### src/rtl/parking_lot_pkg.sv
// Shared types, defaults and helpers for the parking request issuer.
package parking_lot_pkg;

  localparam int unsigned DEPTH_DEF   = 4;
  localparam int unsigned TIMEOUT_DEF = 64;
  localparam int unsigned PLATE_W     = 16;
  localparam int unsigned CNT_W       = 3;

  typedef enum logic [1:0] {
    IDLE       = 2'd0,
    ISSUE      = 2'd1,
    WAIT_BOARD = 2'd2,
    WAIT_EXIT  = 2'd3
  } issuer_state_t;

  // One queued request: plate as 4 BCD digits plus direction (1 = enter).
  typedef struct packed {
    logic [PLATE_W-1:0] plate;
    logic               dir;
  } park_req_t;

  // True when every nibble of the plate is a decimal digit.
  function automatic logic bcd_valid(input logic [PLATE_W-1:0] plate);
    logic ok;
    ok = 1'b1;
    for (int i = 0; i < 4; i++) begin
      if (plate[4*i +: 4] > 4'd9) ok = 1'b0;
    end
    return ok;
  endfunction

endpackage

### src/rtl/parking_req_fifo.sv
// Request queue: DEPTH-entry FIFO with registered occupancy count.
module parking_req_fifo
  import parking_lot_pkg::*;
#(
  parameter int unsigned DEPTH = DEPTH_DEF
) (
  input  logic             i_clk,
  input  logic             i_rst_n,
  input  logic             i_push,
  input  park_req_t        i_data,
  input  logic             i_pop,
  output park_req_t        o_head,
  output logic             o_full,
  output logic             o_empty,
  output logic [CNT_W-1:0] o_count
);

  localparam int unsigned      PTR_W    = (DEPTH > 1) ? $clog2(DEPTH) : 1;
  localparam logic [PTR_W-1:0] PTR_LAST = PTR_W'(DEPTH - 1);

  park_req_t        r_mem [DEPTH];
  logic [PTR_W-1:0] r_wr_ptr;
  logic [PTR_W-1:0] r_rd_ptr;
  logic [CNT_W-1:0] r_count;
  logic             w_push;
  logic             w_pop;

  assign o_full  = (r_count == CNT_W'(DEPTH));
  assign o_empty = (r_count == '0);
  assign w_push  = i_push & ~o_full;
  assign w_pop   = i_pop & ~o_empty;
  assign o_head  = r_mem[r_rd_ptr];
  assign o_count = r_count;

  // Entry storage; contents need no reset because count gates every use.
  always_ff @(posedge i_clk) begin
    if (w_push) r_mem[r_wr_ptr] <= i_data;
  end

  // Pointers wrap at DEPTH; count tracks push/pop including simultaneous ones.
  always_ff @(posedge i_clk or negedge i_rst_n) begin
    if (!i_rst_n) begin
      r_wr_ptr <= '0;
      r_rd_ptr <= '0;
      r_count  <= '0;
    end else begin
      if (w_push) r_wr_ptr <= (r_wr_ptr == PTR_LAST) ? '0 : r_wr_ptr + PTR_W'(1);
      if (w_pop)  r_rd_ptr <= (r_rd_ptr == PTR_LAST) ? '0 : r_rd_ptr + PTR_W'(1);
      case ({w_push, w_pop})
        2'b10:   r_count <= r_count + CNT_W'(1);
        2'b01:   r_count <= r_count - CNT_W'(1);
        default: r_count <= r_count;
      endcase
    end
  end

endmodule

### src/rtl/parking_request_issuer.sv
// Queues parking requests and issues them one at a time to the lot controller,
// waiting for the elevator to be boarded and vacated or for a timeout.
module parking_request_issuer
  import parking_lot_pkg::*;
#(
  parameter int unsigned DEPTH   = DEPTH_DEF,
  parameter int unsigned TIMEOUT = TIMEOUT_DEF
) (
  input  logic               clock,
  input  logic               reset,
  input  logic               req_valid,
  input  logic [PLATE_W-1:0] req_plate,
  input  logic               req_dir,
  output logic               req_ready,
  output logic               req_error,
  output logic [PLATE_W-1:0] license_plate,
  output logic               in_mode,
  output logic               out_mode,
  input  logic [PLATE_W-1:0] moving,
  output logic               issue_done,
  output logic               issue_timeout,
  output logic [CNT_W-1:0]   count
);

  localparam int unsigned      TMR_W    = (TIMEOUT > 1) ? $clog2(TIMEOUT) : 1;
  localparam logic [TMR_W-1:0] TMR_LAST = TMR_W'(TIMEOUT - 1);

  issuer_state_t      r_state;
  issuer_state_t      w_state_nxt;
  logic [TMR_W-1:0]   r_timer;
  logic [TMR_W-1:0]   w_timer_nxt;
  logic               w_done;
  logic               w_tmo;
  logic               w_pop;
  logic               w_push;
  logic               w_bcd_ok;
  logic               w_store;
  logic               w_full;
  logic               w_empty;
  logic [CNT_W-1:0]   w_count;
  park_req_t          w_req;
  park_req_t          w_head;
  logic               r_req_error;
  logic               r_issue_done;
  logic               r_issue_timeout;
  logic               r_in_mode;
  logic               r_out_mode;
  logic [PLATE_W-1:0] r_license_plate;

  assign req_ready = ~w_full;
  assign w_push    = req_valid & req_ready;
  assign w_bcd_ok  = bcd_valid(req_plate);
  assign w_store   = w_push & w_bcd_ok;
  assign w_req     = park_req_t'{plate: req_plate, dir: req_dir};
  assign w_pop     = w_done | w_tmo;

  parking_req_fifo #(
    .DEPTH (DEPTH)
  ) u_fifo (
    .i_clk   (clock),
    .i_rst_n (reset),
    .i_push  (w_store),
    .i_data  (w_req),
    .i_pop   (w_pop),
    .o_head  (w_head),
    .o_full  (w_full),
    .o_empty (w_empty),
    .o_count (w_count)
  );

  // State and wait-timer registers.
  always_ff @(posedge clock or negedge reset) begin
    if (!reset) begin
      r_state <= IDLE;
      r_timer <= '0;
    end else begin
      r_state <= w_state_nxt;
      r_timer <= w_timer_nxt;
    end
  end

  // Next state, timer and completion events; a vacated elevator beats the timeout.
  always_comb begin
    w_state_nxt = r_state;
    w_timer_nxt = r_timer;
    w_done      = 1'b0;
    w_tmo       = 1'b0;
    case (r_state)
      IDLE: begin
        if (!w_empty) w_state_nxt = ISSUE;
      end
      ISSUE: begin
        w_state_nxt = WAIT_BOARD;
        w_timer_nxt = '0;
      end
      WAIT_BOARD: begin
        if (r_timer == TMR_LAST) begin
          w_tmo       = 1'b1;
          w_state_nxt = IDLE;
        end else begin
          w_timer_nxt = r_timer + TMR_W'(1);
          if (moving != '0) w_state_nxt = WAIT_EXIT;
        end
      end
      WAIT_EXIT: begin
        if (moving == '0) begin
          w_done      = 1'b1;
          w_state_nxt = IDLE;
        end else if (r_timer == TMR_LAST) begin
          w_tmo       = 1'b1;
          w_state_nxt = IDLE;
        end else begin
          w_timer_nxt = r_timer + TMR_W'(1);
        end
      end
      default: w_state_nxt = IDLE;
    endcase
  end

  // Registered command and status outputs; the command holds for one cycle per issue.
  always_ff @(posedge clock or negedge reset) begin
    if (!reset) begin
      r_req_error     <= 1'b0;
      r_issue_done    <= 1'b0;
      r_issue_timeout <= 1'b0;
      r_in_mode       <= 1'b0;
      r_out_mode      <= 1'b0;
      r_license_plate <= '0;
    end else begin
      r_req_error     <= w_push & ~w_bcd_ok;
      r_issue_done    <= w_done;
      r_issue_timeout <= w_tmo;
      r_in_mode       <= (r_state == ISSUE) & w_head.dir;
      r_out_mode      <= (r_state == ISSUE) & ~w_head.dir;
      r_license_plate <= (r_state == ISSUE) ? w_head.plate : '0;
    end
  end

  assign req_error     = r_req_error;
  assign issue_done    = r_issue_done;
  assign issue_timeout = r_issue_timeout;
  assign in_mode       = r_in_mode;
  assign out_mode      = r_out_mode;
  assign license_plate = r_license_plate;
  assign count         = w_count;

endmodule

### config.mk
export PLATFORM = sky130hd
export DESIGN_NAME = parking_request_issuer
export DESIGN_NICKNAME = d
export VERILOG_FILES = /design/src/rtl/parking_lot_pkg.sv /design/src/rtl/parking_req_fifo.sv /design/src/rtl/parking_request_issuer.sv
export SDC_FILE = /design/constraint.sdc
export NUM_CORES = 1
export LEC_CHECK = 0
export ABC_AREA = 1
export BUFFER_PORTS_ARGS = -buffer_cell sky130_fd_sc_hd__buf_2
export CAP_MARGIN = 20
export CORE_ASPECT_RATIO = 0.75
export CORE_MARGIN = 5
export CORE_UTILIZATION = 55
export CTS_CLUSTER_DIAMETER = 40
export DETAILED_ROUTE_END_ITERATION = 8
export PLACE_DENSITY = 0.77
export SYNTH_ARGS = -nofsm -noshare
export SYNTH_HDL_FRONTEND = slang
export SYNTH_HIERARCHICAL = 1
export SYNTH_SLANG_ARGS = --single-unit
### constraint.sdc
create_clock -name clock -period 2.5 [get_ports clock]
set_clock_uncertainty 0.05 [all_clocks]
set_input_delay 0.25 -clock clock [delete_from_list [all_inputs] [get_ports clock]]
set_output_delay 0.25 -clock clock [all_outputs]
set_load 0.05 [all_outputs]
==> impl_metrics.csv, run 1 <==
group,metric,value,unit
critical_path,crit_arrival,2430,ps
critical_path,r2r_cells,14,
synth,ys_ff_latch,104,
route,wl,8.64,mm
route,wire_per_inst,14.6,um
power,power.share.switching,34.5,%
critical_path,reg2reg_slack,290,ps
synth,synth.yosys.seq_area_share,65.0,%
power,ir_drop,0.000432,V
power,p_leak,2.37,nW
clocking,tritoncts,"done",
timing,fin_crit_sh,88.3,%
floorplanning,io_pins,61,
cells_and_area,antenna_cells,0,
route,vias,2931,
route,drt_iter0_drc,241,
placed_design,dp_hpwl,5.60,mm
critical_path,path_cells,"ha_1 > nand2_1 > nor2_2 > nand2_2 > nand2_1 > nand2_1 > inv_1 > ha_1 > inv_1 > fa_1 > nand2_1 > nand3_1 > nand2_1 > nand2_1",
cells_and_area,fill_cells,623,
timing,rsz0062_at_grt,"no",
placed_design,post-place-cells,574,
timing,hold_viol_final,0,
timing,worst_slew_pin_slew,865,ps
critical_path,reg2reg_to,"u_fifo/o_count[2]$_DFFE_PN0P_",
grt,grt_pass1_wl,14.1,mm
power,clock_power_share,24.3,%
clocking,cts_buffers,9,
cells_and_area,final_area,5120,um2
route,firstDrtPassIters,4,
floorplanning,die-area,10200,um2
grt,grt-ovfl-total,0,
cells_and_area,area_growth,13.1,%
grt,grt_max_degree,40,
clocking,cts_resized,0,
cells_and_area,finalNonFillerCells,592,
synth,syn_inst,414,
worst_hold_path,min_path_type,"input port to flip-flop",
floorplanning,core-area,7950,um2
timing,slew_viol_final,0,
clocking,clk_latency,370,ps
job,drv_cap,0,
power,power.density,852,nW/um2
clocking,clkSlewWorstSetupHoldPaths,100,ps
critical_path,startpoint_type,"flip-flop",
critical_path,critPathMaxStageDelay,380,ps
power,p_seq_share,50.3,%
critical_path,slowest_stage,"dfrtp_1",
critical_path,crit_fanout,3,
timing,setup_violations,0,
status,status,"finished, final reports clean",
cells_and_area,drive_above_1_share,22.8,%
timing,min_period,2210,ps
critical_path,endpoint_kind,"flip-flop",
placed_design,io_buffers,60,
cells_and_area,fin_nets,526,
clocking,cts_buffer_depth,2,
synth,synth_top_area_cell,"edfxtp_1",
clocking,clock_sinks,104,
route,antenna_left,0,
grt,grt_pass1_vias,2834,
timing,max_freq,453,MHz
critical_path,path_class,"flip-flop to flip-flop",
worst_hold_path,whs_path_depth,1,
synth,ys_top_cells_by_area,"edfxtp_1, dfrtp_1, nand2_1",
floorplanning,die_y,88.6,um
grt,track_usage,18.4,%
power,combPwrFrac,25.4,%
timing,holdWs,45.3,ps
synth,yosysWarnings,6,
synth,synthesis.area,4530,um2
floorplanning,rows,28,
clocking,h-tree-depth,3,
placed_design,placed_cell_area,4900,um2
floorplanning,start_util,56.9,%
synth,ys_types,33,
synth,syn_area_per_cell,10.9,um2
floorplanning,fp.dieW,115,um
route,drc,0,
worst_hold_path,min_to,"u_fifo/r_mem[3][13]$_DFFE_PP_",
synth,synth_top_area_share,45.1,%
power,intPower,2.86,mW
timing,slew_headroom,42.3,%
clocking,root_buffer,"clkbuf_8",
placed_design,routabilityCongestion,0.832,
route,viasPerCell,4.95,
power,p_sw,1.51,mW
worst_hold_path,min-delay-start,"req_plate[12]",
synth,synth_fp_nets,458,
critical_path,timing.rr.start,"r_timer[1]$_DFFE_PN0P_",
critical_path,critPathMostFrequentCell,"nand2_1",
critical_path,worstPathRequired,2720,ps
grt,antenna_found_initial,0,
critical path: cells and delay by family, from the launching register on:
kind                     cells  cell delay [ps]
adder cells (fa/ha/maj)      3              690
buffers and inverters        2              140
flip-flops                   1              380
AND/OR/NAND/NOR              9              840
sequential cells by signal (all words and copies together) (netlist names):
register and count:
r_state 2, issue_done 1, u_fifo/r_mem 68, in_mode 1, out_mode 1, u_fifo/o_count 3
req_error 1, u_fifo/r_wr_ptr 2, u_fifo/r_rd_ptr 2, r_timer 6, issue_timeout 1, license_plate 16
metrics by stage:
step / util, % / setup TNS (ps) / total power [mW] / setup WS (ps)
after floorplan: - / -20.7 / 3.12 / -20.7
after global placement: 61.6 / 0 / 3.27 / 307
after detailed placement: 61.6 / 0 / 3.33 / 198
after CTS: 64.3 / 0 / 4.39 / 261
after global routing: 64.4 / 0 / 4.65 / 46.5
final: 64.4 / 0 / 4.36 / 293
Yosys cell counts:
master	instances
nor2_1	39
xor2_1	1
fa_1	1
a21oi_1	2
ha_1	7
clkinv_1	1
inv_1	68
o211ai_2	2
buf_6	10
nand3_1	14
nor2_4	2
nand4_1	3
buf_2	1
clkinv_2	1
nor3_1	1
nand3_4	1
dfrtp_1	36
xnor2_1	1
o21ai_1	4
inv_2	6
nand2_4	1
o21bai_1	2
nor2_2	3
inv_4	1
buf_4	1
o211ai_1	32
nand2_1	97
edfxtp_1	68
nand3b_1	1
nand2_2	2
nand3_2	2
o21ai_0	2
and3_1	1
routing by layer:
metal	up-vias	share of wire [%]	global-route usage, %
met3	10	5.9	5.74
met5	-	0	0
met4	0	0.93	3.20
li1	1475	-	-
met2	65	48	31.0
met1	1381	46	24.2
kinds of logic after synthesis:
| kind of cell | synth area share [%] |
|---|---|
| simple gates | 15.9 |
| flops | 65.0 |
| buf+inv | 9.23 |
| compound gates | 7.08 |
| fa+ha+maj | 2.38 |
| xor+xnor | 0.387 |
worst max-delay path by stage:
stage	from	end	slack, ps	depth (start not counted)
6_report	r_timer[1]$_DFFE_PN0P_	u_fifo/o_count[2]$_DFFE_PN0P_	290	14
5_1_grt	r_timer[0]$_DFFE_PN0P_	u_fifo/o_count[2]$_DFFE_PN0P_	50	14
4_1_cts	r_timer[0]$_DFFE_PN0P_	u_fifo/o_count[2]$_DFFE_PN0P_	260	14
3_5_place_dp	moving[1]	u_fifo/o_count[2]$_DFFE_PN0P_	200	15
3_3_place_gp	moving[1]	u_fifo/o_count[2]$_DFFE_PN0P_	310	15
2_1_floorplan	u_fifo/o_count[2]$_DFFE_PN0P_	u_fifo/o_count[1]$_DFFE_PN0P_	-20	10
cell usage in the layout, fill, tap and decap left out, drive strengths merged, types with 2 or more instances in the layout:
cell type,count
a21oi,2
o211ai,34
clkinv,3
o21bai,2
nand2,100
nor2,44
edfxtp,68
inv,78
nand3,17
buf,68
dfrtp,36
nand4,3
ha,7
clkbuf,10
o21ai,6
layout make-up:
| cell class | instances | area (um2) | area share (%) |
|---|---|---|---|
| sequential | 104 | 2950 | 57.6 |
| multi-input combinational | 221 | 1180 | 23.0 |
| timing repair buffer | 69 | 370 | 7.23 |
| inverter | 77 | 293 | 5.72 |
| tap | 105 | 131 | 2.57 |
| clock buffer | 10 | 128 | 2.49 |
| clock inverter | 6 | 75.1 | 1.47 |
power groups by stage:
| stage | Combinational, mW | Clock (mW) | Sequential [mW] |
|---|---|---|---|
| floorplan | 0.846 | 0 | 2.27 |
| global placement | 1.05 | 0 | 2.22 |
| detailed placement | 1.09 | 0 | 2.24 |
| CTS | 1.10 | 1.08 | 2.20 |
| global route | 1.26 | 1.16 | 2.23 |
| finish | 1.11 | 1.06 | 2.20 |
repair_timing:
action | 4_1_cts | 5_1_grt
hold buffers | 1 | 0
hold endpoints to repair | 36 | 0
setup endpoints to repair | 0 | 1
buffers inserted | 0 | 1
No activity file was read; power rests on OpenSTA's default activity.
==> inputs of run 2 (changes only) <==
--- a/config.mk
+++ b/config.mk
@@ -5,9 +5,8 @@
 export SDC_FILE = /design/constraint.sdc
 export NUM_CORES = 1
 export LEC_CHECK = 0
-export ABC_AREA = 1
 export BUFFER_PORTS_ARGS = -buffer_cell sky130_fd_sc_hd__buf_2
-export CAP_MARGIN = 20
+export CAP_MARGIN = 25
 export CORE_ASPECT_RATIO = 0.75
 export CORE_MARGIN = 5
 export CORE_UTILIZATION = 55
==> run 2 against run 1 <==
Net effect:
- core utilization up 2.3 points
- via count down 24%
- synthesized cell count shrank 43%
- total power down 3.8%
- largest power group unchanged
==> impl_metrics.csv, run 2 <==
group,metric,value,unit
timing,holdWs,44.6,ps
critical_path,crit_arrival,2510,ps
cells_and_area,final_common_cell,"edfxtp_1",
placed_design,routabilityCongestion,0.892,
floorplanning,rows,27,
status,status,"finished, final reports clean",
cells_and_area,fin_nets,357,
worst_hold_path,min_to,"u_fifo/r_mem[3][13]$_DFFE_PP_",
synth,yosysWarnings,6,
route,antenna_left,0,
power,total_power,4.20,mW
grt,grt_pass1_vias,2300,
timing,fin_crit_sh,90.8,%
worst_hold_path,whs_path_depth,1,
critical_path,critPathMaxStageDelay,430,ps
power,power.density,854,nW/um2
synth,synth_top_area_share,49.0,%
critical_path,cp_top_family,"adder cells",
synth,syn_inst,237,
clocking,cts_buffers,9,
route,viasPerCell,5.35,
power,p_leak,2.06,nW
grt,track_usage,16.7,%
timing,slew_viol_final,0,
clocking,clkSlewWorstSetupHoldPaths,90,ps
critical_path,path_cells,"ha_4 > nand3_2 > nor2_4 > a21o_2 > nand2b_1 > inv_1 > ha_1 > inv_1 > fa_1 > xor2_1 > nor2_1 > xor2_1",
synth,synth_fp_nets,281,
critical_path,endpoint_kind,"flip-flop",
grt,grt-ovfl-total,0,
worst_hold_path,min_path_type,"input port to flip-flop",
route,drc,0,
placed_design,io_buffers,60,
timing,hold_viol_final,0,
route,drt_iter0_drc,113,
grt,grt_max_degree,37,
cells_and_area,antenna_cells,0,
timing,fin_ws,230,ps
clocking,root_buffer,"clkbuf_8",
timing,worst_slew_pin_slew,825,ps
synth,synth_top_cells_by_count,"edfxtp_1, dfrtp_1, and3_1",
route,vias,2242,
cells_and_area,largest_reg_flops,68,
timing,setup_violations,0,
timing,slew_headroom,45.0,%
critical_path,crit_fanout,4,
grt,grt_pass1_wl,12.0,mm
floorplanning,die_y,85.4,um
placed_design,post-place-cells,399,
critical_path,startpoint_type,"flip-flop",
timing,min_period,2270,ps
synth,synth_top_area_cell,"edfxtp_1",
route,firstDrtPassIters,4,
clocking,cts_buffer_depth,2,
job,drv_cap,0,
clocking,clock_sinks,104,
critical_path,reg2reg_to,"u_fifo/o_count[2]$_DFFE_PN0P_",
grt,antenna_found_initial,0,
synth,yosysMostFrequentCell,"edfxtp_1",
timing,tns,0,ps
clocking,clk_latency,360,ps
route,wire_per_inst,17.2,um
placed_design,pre_cts_ws,-38.2,ps
critical_path,path_depth,12,
route,wl,7.21,mm
placed_design,dp_hpwl,4.75,mm
cells_and_area,drive_above_1_share,35.5,%
timing,rsz0062_at_grt,"no",
worst_hold_path,min-delay-start,"req_plate[12]",
cells_and_area,area_growth,17.9,%
synth,async_reset_ff_share,34.6,%
critical_path,timing.rr.start,"r_timer[0]$_DFFE_PN0P_",
cells_and_area,finalNonFillerCells,419,
critical_path,reg2reg_slack,230,ps
floorplanning,start_util,56.6,%
critical_path,path_class,"flip-flop to flip-flop",
clocking,tritoncts,"done",
synth,synthesis.area,4170,um2
floorplanning,core-area,7360,um2
critical_path,worstPathRequired,2740,ps
synth,synth.yosys.seq_area_share,70.6,%
clocking,h-tree-depth,3,
critical_path,r2r_cells,12,
synth,synth_edf_count,68,
synth,ys.flop_type,"edfxtp_1",
synth,ys_top_cells_by_area,"edfxtp_1, dfrtp_1, mux4_1",
synth,ys_ff_latch,104,
floorplanning,fp.dieW,111,um
synth,syn_area_per_cell,17.6,um2
cells_and_area,largest-register,"u_fifo/r_mem",
floorplanning,die-area,9430,um2
synth,ys_types,45,
cells_and_area,final_cell_mix,"edfxtp_1, buf_2, dfrtp_1, and3_1, inv_1",
critical_path,crit_buf_inv,2,
critical_path,slowest_stage,"dfrtp_1",
power,ir_drop,0.000407,V
timing,max_freq,441,MHz
floorplanning,io_pins,61,
[run 2: layout make-up]
cell class,instances,area [um2]
clock inverters,5,63.8
repair buffers,75,465
inverters,13,48.8
multi-input cells,110,1120
flip-flops and latches,104,2940
fillers,534,2450
well taps,101,126
clock buffers,11,141
[run 2: stage by stage]
| stage | area, um2 | utilization [%] |
|---|---|---|
| after detailed placement | 4650 | 63.1 |
| after global routing | 4910 | 66.7 |
| after global placement | 4650 | 63.1 |
| after CTS | 4870 | 66.1 |
| after floorplan | 4170 | - |
| final | 4910 | 66.7 |
[run 2: worst max path at each step]
| stage | startpoint | end | slack (ps) |
|---|---|---|---|
| floorplan | u_fifo/o_count[2]$_DFFE_PN0P_ | u_fifo/o_count[2]$_DFFE_PN0P_ | 140 |
| finish | r_timer[0]$_DFFE_PN0P_ | u_fifo/o_count[2]$_DFFE_PN0P_ | 230 |
| detailed placement | r_timer[0]$_DFFE_PN0P_ | u_fifo/o_count[2]$_DFFE_PN0P_ | -40 |
| global route | r_timer[0]$_DFFE_PN0P_ | u_fifo/o_count[2]$_DFFE_PN0P_ | 20 |
| CTS | r_timer[0]$_DFFE_PN0P_ | u_fifo/o_count[2]$_DFFE_PN0P_ | 30 |
| global placement | r_timer[0]$_DFFE_PN0P_ | u_fifo/o_count[2]$_DFFE_PN0P_ | 120 |
[run 2: what timing repair did]
item | 4_1_cts | 5_1_grt
hold buffers | 1 | 0
pin swaps | 0 | 1
resized for setup | 1 | 4
hold endpoints to repair | 36 | 0
endpoints found under the setup margin | 1 | 1
setup buffers | 0 | 3
[run 2: cell families (layout without fill, tap and decap cells)]
kind of cell / Yosys count / after routing / synth area share, %
multiplexers: 23 / 23 / 11.6
adder cells (fa/ha/maj): 8 / 8 / 2.58
XOR/XNOR: 3 / 3 / 0.631
AO/OA/AOI/OAI: 20 / 20 / 3.72
AND/OR/NAND/NOR: 56 / 56 / 7.90
flip-flops: 104 / 104 / 70.6
buffers and inverters: 23 / 104 / 2.97
[run 2: power by group]
group | internal, mW | switching, mW
Clock | 0.502 | 0.557
Combinational | 0.472 | 0.513
Sequential | 1.99 | 0.165
Total | 2.96 | 1.24
[run 2: routing by layer]
layer | up-vias | part of all wire, % | GRT usage (%)
met5 | - | 0 | 0
met4 | 0 | 0.43 | 3.80
met3 | 6 | 8.0 | 6.49
met2 | 87 | 49 | 26.3
met1 | 1092 | 43 | 22.2
li1 | 1057 | - | -
